===== src/rtl/usb_loopback_fifo.sv =====
// usb_loopback_fifo
//   Elastic loopback between the usb_cdc OUT stream (host -> device) and the
//   IN stream (device -> host), with four runtime modes selected by mode_i:
//     0 echo, 1 uppercase echo, 2 incrementing pattern generator, 3 sink.
//   A mode change is applied through a one-cycle FLUSH that empties the FIFO
//   and restarts the generator.
//
// Ports
//   clk_i       48 MHz USB clock
//   rstn_i      asynchronous active-low reset
//   mode_i      requested mode
//   rx_data_i   byte from host (usb_cdc out_data_o)
//   rx_valid_i  rx_data_i valid
//   rx_ready_o  block accepts rx_data_i
//   tx_data_o   byte to host (usb_cdc in_data_i)
//   tx_valid_o  tx_data_o valid
//   tx_ready_i  host side accepts tx_data_o
//   level_o     FIFO occupancy, 0..DEPTH
//   activity_o  high for ACT_HOLD cycles after the last rx/tx handshake
//
// Optional build macro USB_LOOPBACK_STATS_EN adds
//   rx_count_o  saturating 16-bit count of rx handshakes
//   tx_count_o  saturating 16-bit count of tx handshakes
module usb_loopback_fifo #(
    parameter int DATA_WIDTH = 8,
    parameter int DEPTH      = 16,
    parameter int ACT_HOLD   = 65536
) (
    input  logic                      clk_i,
    input  logic                      rstn_i,
    input  logic [1:0]                mode_i,
    input  logic [DATA_WIDTH-1:0]     rx_data_i,
    input  logic                      rx_valid_i,
    output logic                      rx_ready_o,
    output logic [DATA_WIDTH-1:0]     tx_data_o,
    output logic                      tx_valid_o,
    input  logic                      tx_ready_i,
    output logic [$clog2(DEPTH):0]    level_o,
    output logic                      activity_o
`ifdef USB_LOOPBACK_STATS_EN
    ,
    output logic [15:0]               rx_count_o,
    output logic [15:0]               tx_count_o
`endif
);

    localparam int AW  = $clog2(DEPTH);
    localparam int LW  = AW + 1;
    localparam int ACW = $clog2(ACT_HOLD + 1);

    localparam logic [0:0] ST_RUN   = 1'b0;
    localparam logic [0:0] ST_FLUSH = 1'b1;

    localparam logic [1:0] MODE_ECHO  = 2'd0;
    localparam logic [1:0] MODE_UPPER = 2'd1;
    localparam logic [1:0] MODE_GEN   = 2'd2;
    localparam logic [1:0] MODE_SINK  = 2'd3;

    logic [0:0]            state_q;
    logic [1:0]            mode_q;
    logic                  rst_done_q;
    logic [DATA_WIDTH-1:0] mem [DEPTH];
    logic [AW-1:0]         wr_ptr_q;
    logic [AW-1:0]         rd_ptr_q;
    logic [LW-1:0]         level_q;
    logic [DATA_WIDTH-1:0] gen_q;
    logic [ACW-1:0]        act_q;

    logic                  fifo_mode;
    logic                  active;
    logic                  rx_ready;
    logic                  tx_valid;
    logic                  rx_hs;
    logic                  tx_hs;
    logic                  push;
    logic                  pop;
    logic [DATA_WIDTH-1:0] wr_data;

    assign fifo_mode = (mode_q == MODE_ECHO) || (mode_q == MODE_UPPER);
    assign active    = rst_done_q && (state_q == ST_RUN);

    always_comb begin
        rx_ready = 1'b0;
        tx_valid = 1'b0;
        if (active) begin
            case (mode_q)
                MODE_ECHO, MODE_UPPER: begin
                    rx_ready = (level_q != LW'(DEPTH));
                    tx_valid = (level_q != '0);
                end
                MODE_GEN:  tx_valid = 1'b1;
                MODE_SINK: rx_ready = 1'b1;
                default: ;
            endcase
        end
    end

    // Data is zeroed whenever tx_valid_o is low so the port reads 0 in reset
    // even though the storage array itself is not reset.
    always_comb begin
        tx_data_o = '0;
        if (tx_valid)
            tx_data_o = fifo_mode ? mem[rd_ptr_q] : gen_q;
    end

    assign rx_ready_o = rx_ready;
    assign tx_valid_o = tx_valid;
    assign rx_hs      = rx_valid_i && rx_ready;
    assign tx_hs      = tx_valid && tx_ready_i;
    assign push       = rx_hs && fifo_mode;
    assign pop        = tx_hs && fifo_mode;
    assign level_o    = level_q;
    assign activity_o = (act_q != '0);

    always_comb begin
        wr_data = rx_data_i;
        if (mode_q == MODE_UPPER && rx_data_i[7:0] >= 8'h61 && rx_data_i[7:0] <= 8'h7A)
            wr_data[7:0] = rx_data_i[7:0] - 8'h20;
    end

    always_ff @(posedge clk_i) begin
        if (push)
            mem[wr_ptr_q] <= wr_data;
    end

    always_ff @(posedge clk_i or negedge rstn_i) begin
        if (!rstn_i) begin
            state_q    <= ST_RUN;
            mode_q     <= MODE_ECHO;
            rst_done_q <= 1'b0;
            wr_ptr_q   <= '0;
            rd_ptr_q   <= '0;
            level_q    <= '0;
            gen_q      <= '0;
        end else begin
            rst_done_q <= 1'b1;
            case (state_q)
                ST_RUN: begin
                    if (mode_i != mode_q)
                        state_q <= ST_FLUSH;
                    if (push)
                        wr_ptr_q <= wr_ptr_q + AW'(1);
                    if (pop)
                        rd_ptr_q <= rd_ptr_q + AW'(1);
                    if (push && !pop)
                        level_q <= level_q + LW'(1);
                    else if (pop && !push)
                        level_q <= level_q - LW'(1);
                    if (tx_hs && mode_q == MODE_GEN)
                        gen_q <= gen_q + DATA_WIDTH'(1);
                end
                ST_FLUSH: begin
                    wr_ptr_q <= '0;
                    rd_ptr_q <= '0;
                    level_q  <= '0;
                    gen_q    <= '0;
                    mode_q   <= mode_i;
                    state_q  <= ST_RUN;
                end
                default: state_q <= ST_RUN;
            endcase
        end
    end

    always_ff @(posedge clk_i or negedge rstn_i) begin
        if (!rstn_i)
            act_q <= '0;
        else if (rx_hs || tx_hs)
            act_q <= ACW'(ACT_HOLD);
        else if (act_q != '0)
            act_q <= act_q - ACW'(1);
    end

`ifdef USB_LOOPBACK_STATS_EN
    logic [15:0] rx_cnt_q;
    logic [15:0] tx_cnt_q;

    always_ff @(posedge clk_i or negedge rstn_i) begin
        if (!rstn_i) begin
            rx_cnt_q <= '0;
            tx_cnt_q <= '0;
        end else if (state_q == ST_FLUSH) begin
            rx_cnt_q <= '0;
            tx_cnt_q <= '0;
        end else begin
            if (rx_hs && rx_cnt_q != '1)
                rx_cnt_q <= rx_cnt_q + 16'd1;
            if (tx_hs && tx_cnt_q != '1)
                tx_cnt_q <= tx_cnt_q + 16'd1;
        end
    end

    assign rx_count_o = rx_cnt_q;
    assign tx_count_o = tx_cnt_q;
`endif

endmodule


===== config.mk =====
export PLATFORM = sky130hd
export DESIGN_NAME = usb_loopback_fifo
export DESIGN_NICKNAME = d
export VERILOG_FILES = /design/src/rtl/usb_loopback_fifo.sv
export SDC_FILE = /design/constraint.sdc
export NUM_CORES = 1
export LEC_CHECK = 0
export BUFFER_PORTS_ARGS = -buffer_cell sky130_fd_sc_hd__clkbuf_2
export CORE_UTILIZATION = 38
export CTS_BUF_LIST = sky130_fd_sc_hd__clkbuf_8
export DETAILED_ROUTE_END_ITERATION = 8
export PLACE_DENSITY = 0.52
export REMOVE_ABC_BUFFERS = 1
export SYNTH_ARGS = -nofsm -noshare
export SYNTH_HDL_FRONTEND = slang
export SYNTH_SLANG_ARGS = --single-unit

===== constraint.sdc =====
create_clock -name clk_i -period 6.3 [get_ports clk_i]
set_input_delay 0.63 -clock clk_i [delete_from_list [all_inputs] [get_ports clk_i]]
set_output_delay 0.63 -clock clk_i [all_outputs]
set_load 0.01 [all_outputs]

# Word level (Yosys, flattened, before mapping)
# Memories as Yosys holds them, arrays and structs flattened.
# Cells that the tools add are included.
[classes]
n_addsub = 7
n_lt_le_gt_ge = 2
eq_ne = 9
mux = 22
bitwise = 1
reduce_logical = 19
[op_table]
columns = ["operator", "n"]
rows = [
  ["$mux W17", 2],
  ["$mux W8", 4],
  ["$reduce_bool A17 Y1", 1],
  ["$sub A17 B1 Y17 const B", 1],
  ["$pmux W4 S2", 2],
  ["$pmux W8 S2", 1],
  ["$logic_and A1 B1 Y1", 10],
  ["$mux W5", 2],
  ["$pmux W5 S2", 1],
  ["$add A4 B1 Y4 const B", 2],
  ["$add A8 B1 Y8 const B", 1],
  ["$ge A8 B7 Y1 const B", 1],
  ["$le A8 B7 Y1 const B", 1],
  ["$mux W4", 2],
  ["$sub A8 B6 Y8 const B", 1],
  ["$pmux W1 S2", 3],
  ["$add A5 B1 Y5 const B", 1],
  ["$mux W1", 5],
  ["$ne A5 B5 Y1 const B", 1],
  ["$reduce_bool A5 Y1", 1],
  ["$sub A5 B1 Y5 const B", 1],
  ["$eq A2 B2 Y1 const B", 2],
  ["$ne A2 B2 Y1 const B", 2],
  ["$ne A3 B1 Y1 const B", 1],
  ["other kinds (9)", 11],
]
[word_totals]
reg_bits = 42
ramBits = 128
word_cells = 69
n_memories = 1
[mem_list]
columns = ["memory", "words", "word_bits", "rd", "rd_ports_with_merged_regs", "write_ports", "line_no", "source"]
rows = [
  ["mem", 16, 8, 1, 0, 1, "62", "logic [DATA_WIDTH-1:0] mem [DEPTH];"],
]

# Depth between registers and ports, before layout
[depth]
depth_word = 11
mapped_depth = 9
ltp_nobuf = 8

# Worst setup path before layout
# OpenSTA, ideal clock, no wires.
[synth_timing]
kind = "register to register"
startpoint = "register level_q[0] (netlist: level_o[0])"
endpoint = "register level_q[4] (netlist: level_o[4])"
setup_ns = 0.099
t_arrival_ns = 2.497
slack_ns = 3.703
path_stages_with_launch = 9
period_less_slack_ns = 2.597
path_cell_list = "dfrtp_1 -> nor4_1 -> a21oi_1 -> nand2_1 -> ha_1 -> a21oi_1 -> a41o_1 -> a31oi_1 -> a311oi_1"
[synth_between]
elab_chain_len = 9
[synth_rtl]
columns = ["element", "line_no", "source"]
rows = [
  ["start: declaration", "65", "logic [LW-1:0] level_q;"],
  ["start signal: assignment", "146", "level_q <= level_q + LW'(1);"],
  ["start signal: assignment", "148", "level_q <= level_q - LW'(1);"],
  ["$reduce_bool A5 Y1", "89", "tx_valid = (level_q != '0);"],
  ["$pmux W1 S2", "86", "case (mode_q)"],
  ["$mux W1", "85", "if (active) begin"],
  ["$logic_and A1 B1 Y1", "109", "assign tx_hs = tx_valid && tx_ready_i;"],
  ["$logic_and A1 B1 Y1", "111", "assign pop = tx_hs && fifo_mode;"],
  ["$logic_not A1 Y1", "145", "if (push && !pop)"],
  ["$logic_and A1 B1 Y1", "145", ""],
  ["$mux W5", "145", ""],
  ["$pmux W5 S2", "137", "case (state_q)"],
]
# Several ways; a longest one is shown, not always the timed one. The select of a mux whose other input is x is not followed.
# A chain may end at the register's enable or synchronous reset.

# Worst setup path in the final report
[layout_timing]
startpoint = "register state_q"
endpoint = "output port tx_data_o[7]"
[layout_between]
elab_chain_len = 4
[layout_rtl]
columns = ["element", "line_no", "source"]
rows = [
  ["start: declaration", "59", "logic [0:0] state_q;"],
  ["start signal: assignment", "128", "state_q <= ST_RUN;"],
  ["start signal: assignment", "140", "state_q <= ST_FLUSH;"],
  ["start signal: assignment", "158", "state_q <= ST_RUN;"],
  ["$not A1 Y1", "n/a", ""],
  ["$logic_and A1 B1 Y1", "80", "assign active = rst_done_q && (state_q == ST_RUN);"],
  ["$mux W1", "85", ""],
  ["$mux W8", "102", "if (tx_valid)"],
  ["end: declaration", "35", "output logic [DATA_WIDTH-1:0] tx_data_o,"],
]
# Every way passes these cells.

==> results.md <==
- Via/cell ratio: 5.32
- Total Routed Length: 16.4 mm
- Initial Utilization: 38.9%
- Relative slew slack: 19.8%
- Most frequent cells in the layout: edfxtp_1, dfrtp_1, mux4_2
- Final RePlAce weighted congestion: 0.782
- DR pass1 iterations: 4
- Worst Path Buf+Inv: 1
- CTS tree: built
- Post-CTS Setup Repair Bufs: 0
- Largest net degree at the start of global routing: 43
- Synthesized area per cell: 15.3 um2
- Combinational power share: 22.1%
- RSZ-0062 raised after global routing: no
- Part of the power in the clock network: 26.9%
- Die span in y: 144 um
- Share of layout cells above drive strength 1: 21.1%
- Port Buffers: 29
- Sequential fraction of the synthesis area: 64.2%
- Netlist cell types: 61
- CTS sink count: 170
- Sequential Area: 0.00490 mm2
- Crit start category: flop
- Layout Nets: 559
- Commonest non-fill, non-tap cell in the layout: edfxtp_1
- Clock Path Buffers: 2
- Crit path max fanout: 30
- Post-synth EDFFs: 128
- Congestion Overflow GR: 0
- Vias in the first global route: 4470
- # Max-Cap Violations: 0
- Fmax: 0.272 GHz
- Sequential share of power: 51.0%
- Avg WL per Cell: 20.2 um
- Row Count: 51
- Peak VDD IR: 0.115 mV
- Post-CTS Resized: 0
- Element type at the critical path end: output port
- Synthesized instance count: 497
- DRT iter0 DRCs: 296
- Crit path cell chain: nor3b_1, o211ai_1, o21ai_0, clkbuf_2
- Leakage: 2.90 nW
- Antenna-violating nets left: 0
- Root Driver: clkbuf_8
- Final setup violation count: 0
- Ys flop type: edfxtp_1
- Final min period: 3680 ps
- Required time of the critical path: 5670 ps
- # H-tree levels: 4
- CP delay by family, top: compound AO/OA/AOI/OAI gates
- Least-Margin Pin Slew: 1200 ps
- Fin. Hold Viols: 0
- Antenna violations before repair: 0
- # DRC: 0
- Setup CP Type: flop to output port
- Vias: 4309
- Total power divided by cell area: 332 mW/mm2
- Total power: 2.82 mW
- Period utilization: 58.4%
- Layout fillers: 1773
- Setup Skew: 14.5 ps
- CP max stage delay: 770 ps
- Number of synthesized register bits: 170
- HP Class: primary input to asynchronous set/reset pin
- Clock Pin Slew Worst Setup and Hold Paths: 110 ps
- Area of the mapped netlist: 0.00763 mm2
- Final setup TNS: 0 ps
- Area grow syn2layout: 11.2%
- Final Max Slew Viols: 0
- Internal power: 1.86 mW
- Area of the multi-input gates: 0.00258 mm2
- Chip Width: 144 um
- Detailed Place HPWL: 10.8 mm
- First-pass GRT wire length: 26.3 mm
- Die Footprint: 0.0206 mm2
- Hold Slack: 228 ps
- CTS buffer count: 17
- Hold_buf cts: 0
- Warnings from Yosys: 0
- CP max stage cell: nor3b_1
- Final Cell Area: 0.00848 mm2
- Placed cell area: 0.00809 mm2
- Clk_lat worst skew: 460 ps
- ANT cells: 0
- Net Sw Frac: 34.1%
- Run status: complete, no violations
- Core ar.: 0.0196 mm2
- Fraction of registers with async set/reset: 24.7%
- IO Pins: 30
- Sw power: 0.959 mW
- Total track usage: 17.8%
- Crit path arrival time: 3050 ps
[area by class of cell]
cell class | instances | area share (%)
Clock inverter | 15 | 1.81
Inverter | 16 | 0.708
Clock buffer | 17 | 2.76
Timing Repair Buffer | 40 | 2.69
Sequential cell | 170 | 57.7
Tap cell | 265 | 3.91
Multi-Input combinational cell | 287 | 30.4
[power by group through the flow]
stage	Clock (mW)	Sequential (mW)	Combinational, mW
after floorplan	0	1.42	0.441
after global placement	0	1.46	0.616
after detailed placement	0	1.46	0.630
after CTS	0.781	1.44	0.632
after global routing	0.832	1.46	0.699
final	0.756	1.44	0.622
[logic make-up (layout without fill, tap and decap cells)]
kind of cell | count (synthesis) | after routing | synth area share, %
AO/OA/AOI/OAI | 86 | 86 | 7.97
XOR/XNOR | 14 | 14 | 1.61
other | 1 | 1 | 0.0492
multiplexers | 65 | 65 | 13.8
AND/OR/NAND/NOR | 108 | 108 | 7.99
adder cells (fa/ha/maj) | 13 | 13 | 2.23
flip-flops | 170 | 170 | 64.2
buffers and inverters | 40 | 88 | 2.15
[path summary, 6_finish.rpt]
check	from	to	slack, ps	cells after the start
setup / recovery	state_q	tx_data_o[7]	2620	4
hold / removal	rstn_i	rd_ptr_q[0]	230	2
setup reg to reg	state_q	mem[4][6]	2850	4
hold reg to reg	act_q[16]	act_q[16]	510	2
max in group asynchronous	rstn_i	gen_q[0]	5680	2
min in group clk_i	mode_i[0]	mode_q[0]	440	2
[state kept, by name (all words and copies together), names as in the netlist]
| signal | flops |
|---|---|
| mem | 128 |
| act_q | 17 |
| gen_q | 8 |
| level_o | 5 |
| rd_ptr_q | 4 |
| wr_ptr_q | 4 |
| mode_q | 2 |
| rst_done_q | 1 |
| state_q | 1 |
[through the flow]
| step | std cells | utilization, % | setup slack, ps |
|---|---|---|---|
| 2_1_floorplan | 473 | - | 3200 |
| 3_3_place_gp | 778 | 41.3 | 3010 |
| 3_5_place_dp | 778 | 41.3 | 2770 |
| 4_1_cts | 810 | 43.3 | 2500 |
| 5_1_grt | 810 | 43.3 | 2310 |
| 6_report | 810 | 43.3 | 2620 |
[Yosys cell counts (all sizes together) (8+ instances only)]
master	count	share of area (%)
nor2	19	0.97
inv	16	0.79
a2bb2oi	8	0.92
dfrtp	42	14
buf	8	0.57
nand2	15	0.74
xnor2	9	1.0
nand3	8	0.52
edfxtp	128	50
mux4	32	9.4
ha	12	2.0
o21ai	25	1.6
clkbuf	16	0.79
mux2i	29	3.8
nor3	10	0.66
a21oi	16	1.0
[metal layers]
metal	wire length [um]	part of all wire [%]	vias to the layer above	track usage, %
met5	0	0	-	0
met4	180	1.1	0	6.33
met3	643	3.9	11	4.27
met2	7960	49	78	28.1
met1	7610	46	2186	24.0
li1	-	-	2034	-
Power figures use the tool's default switching activity.
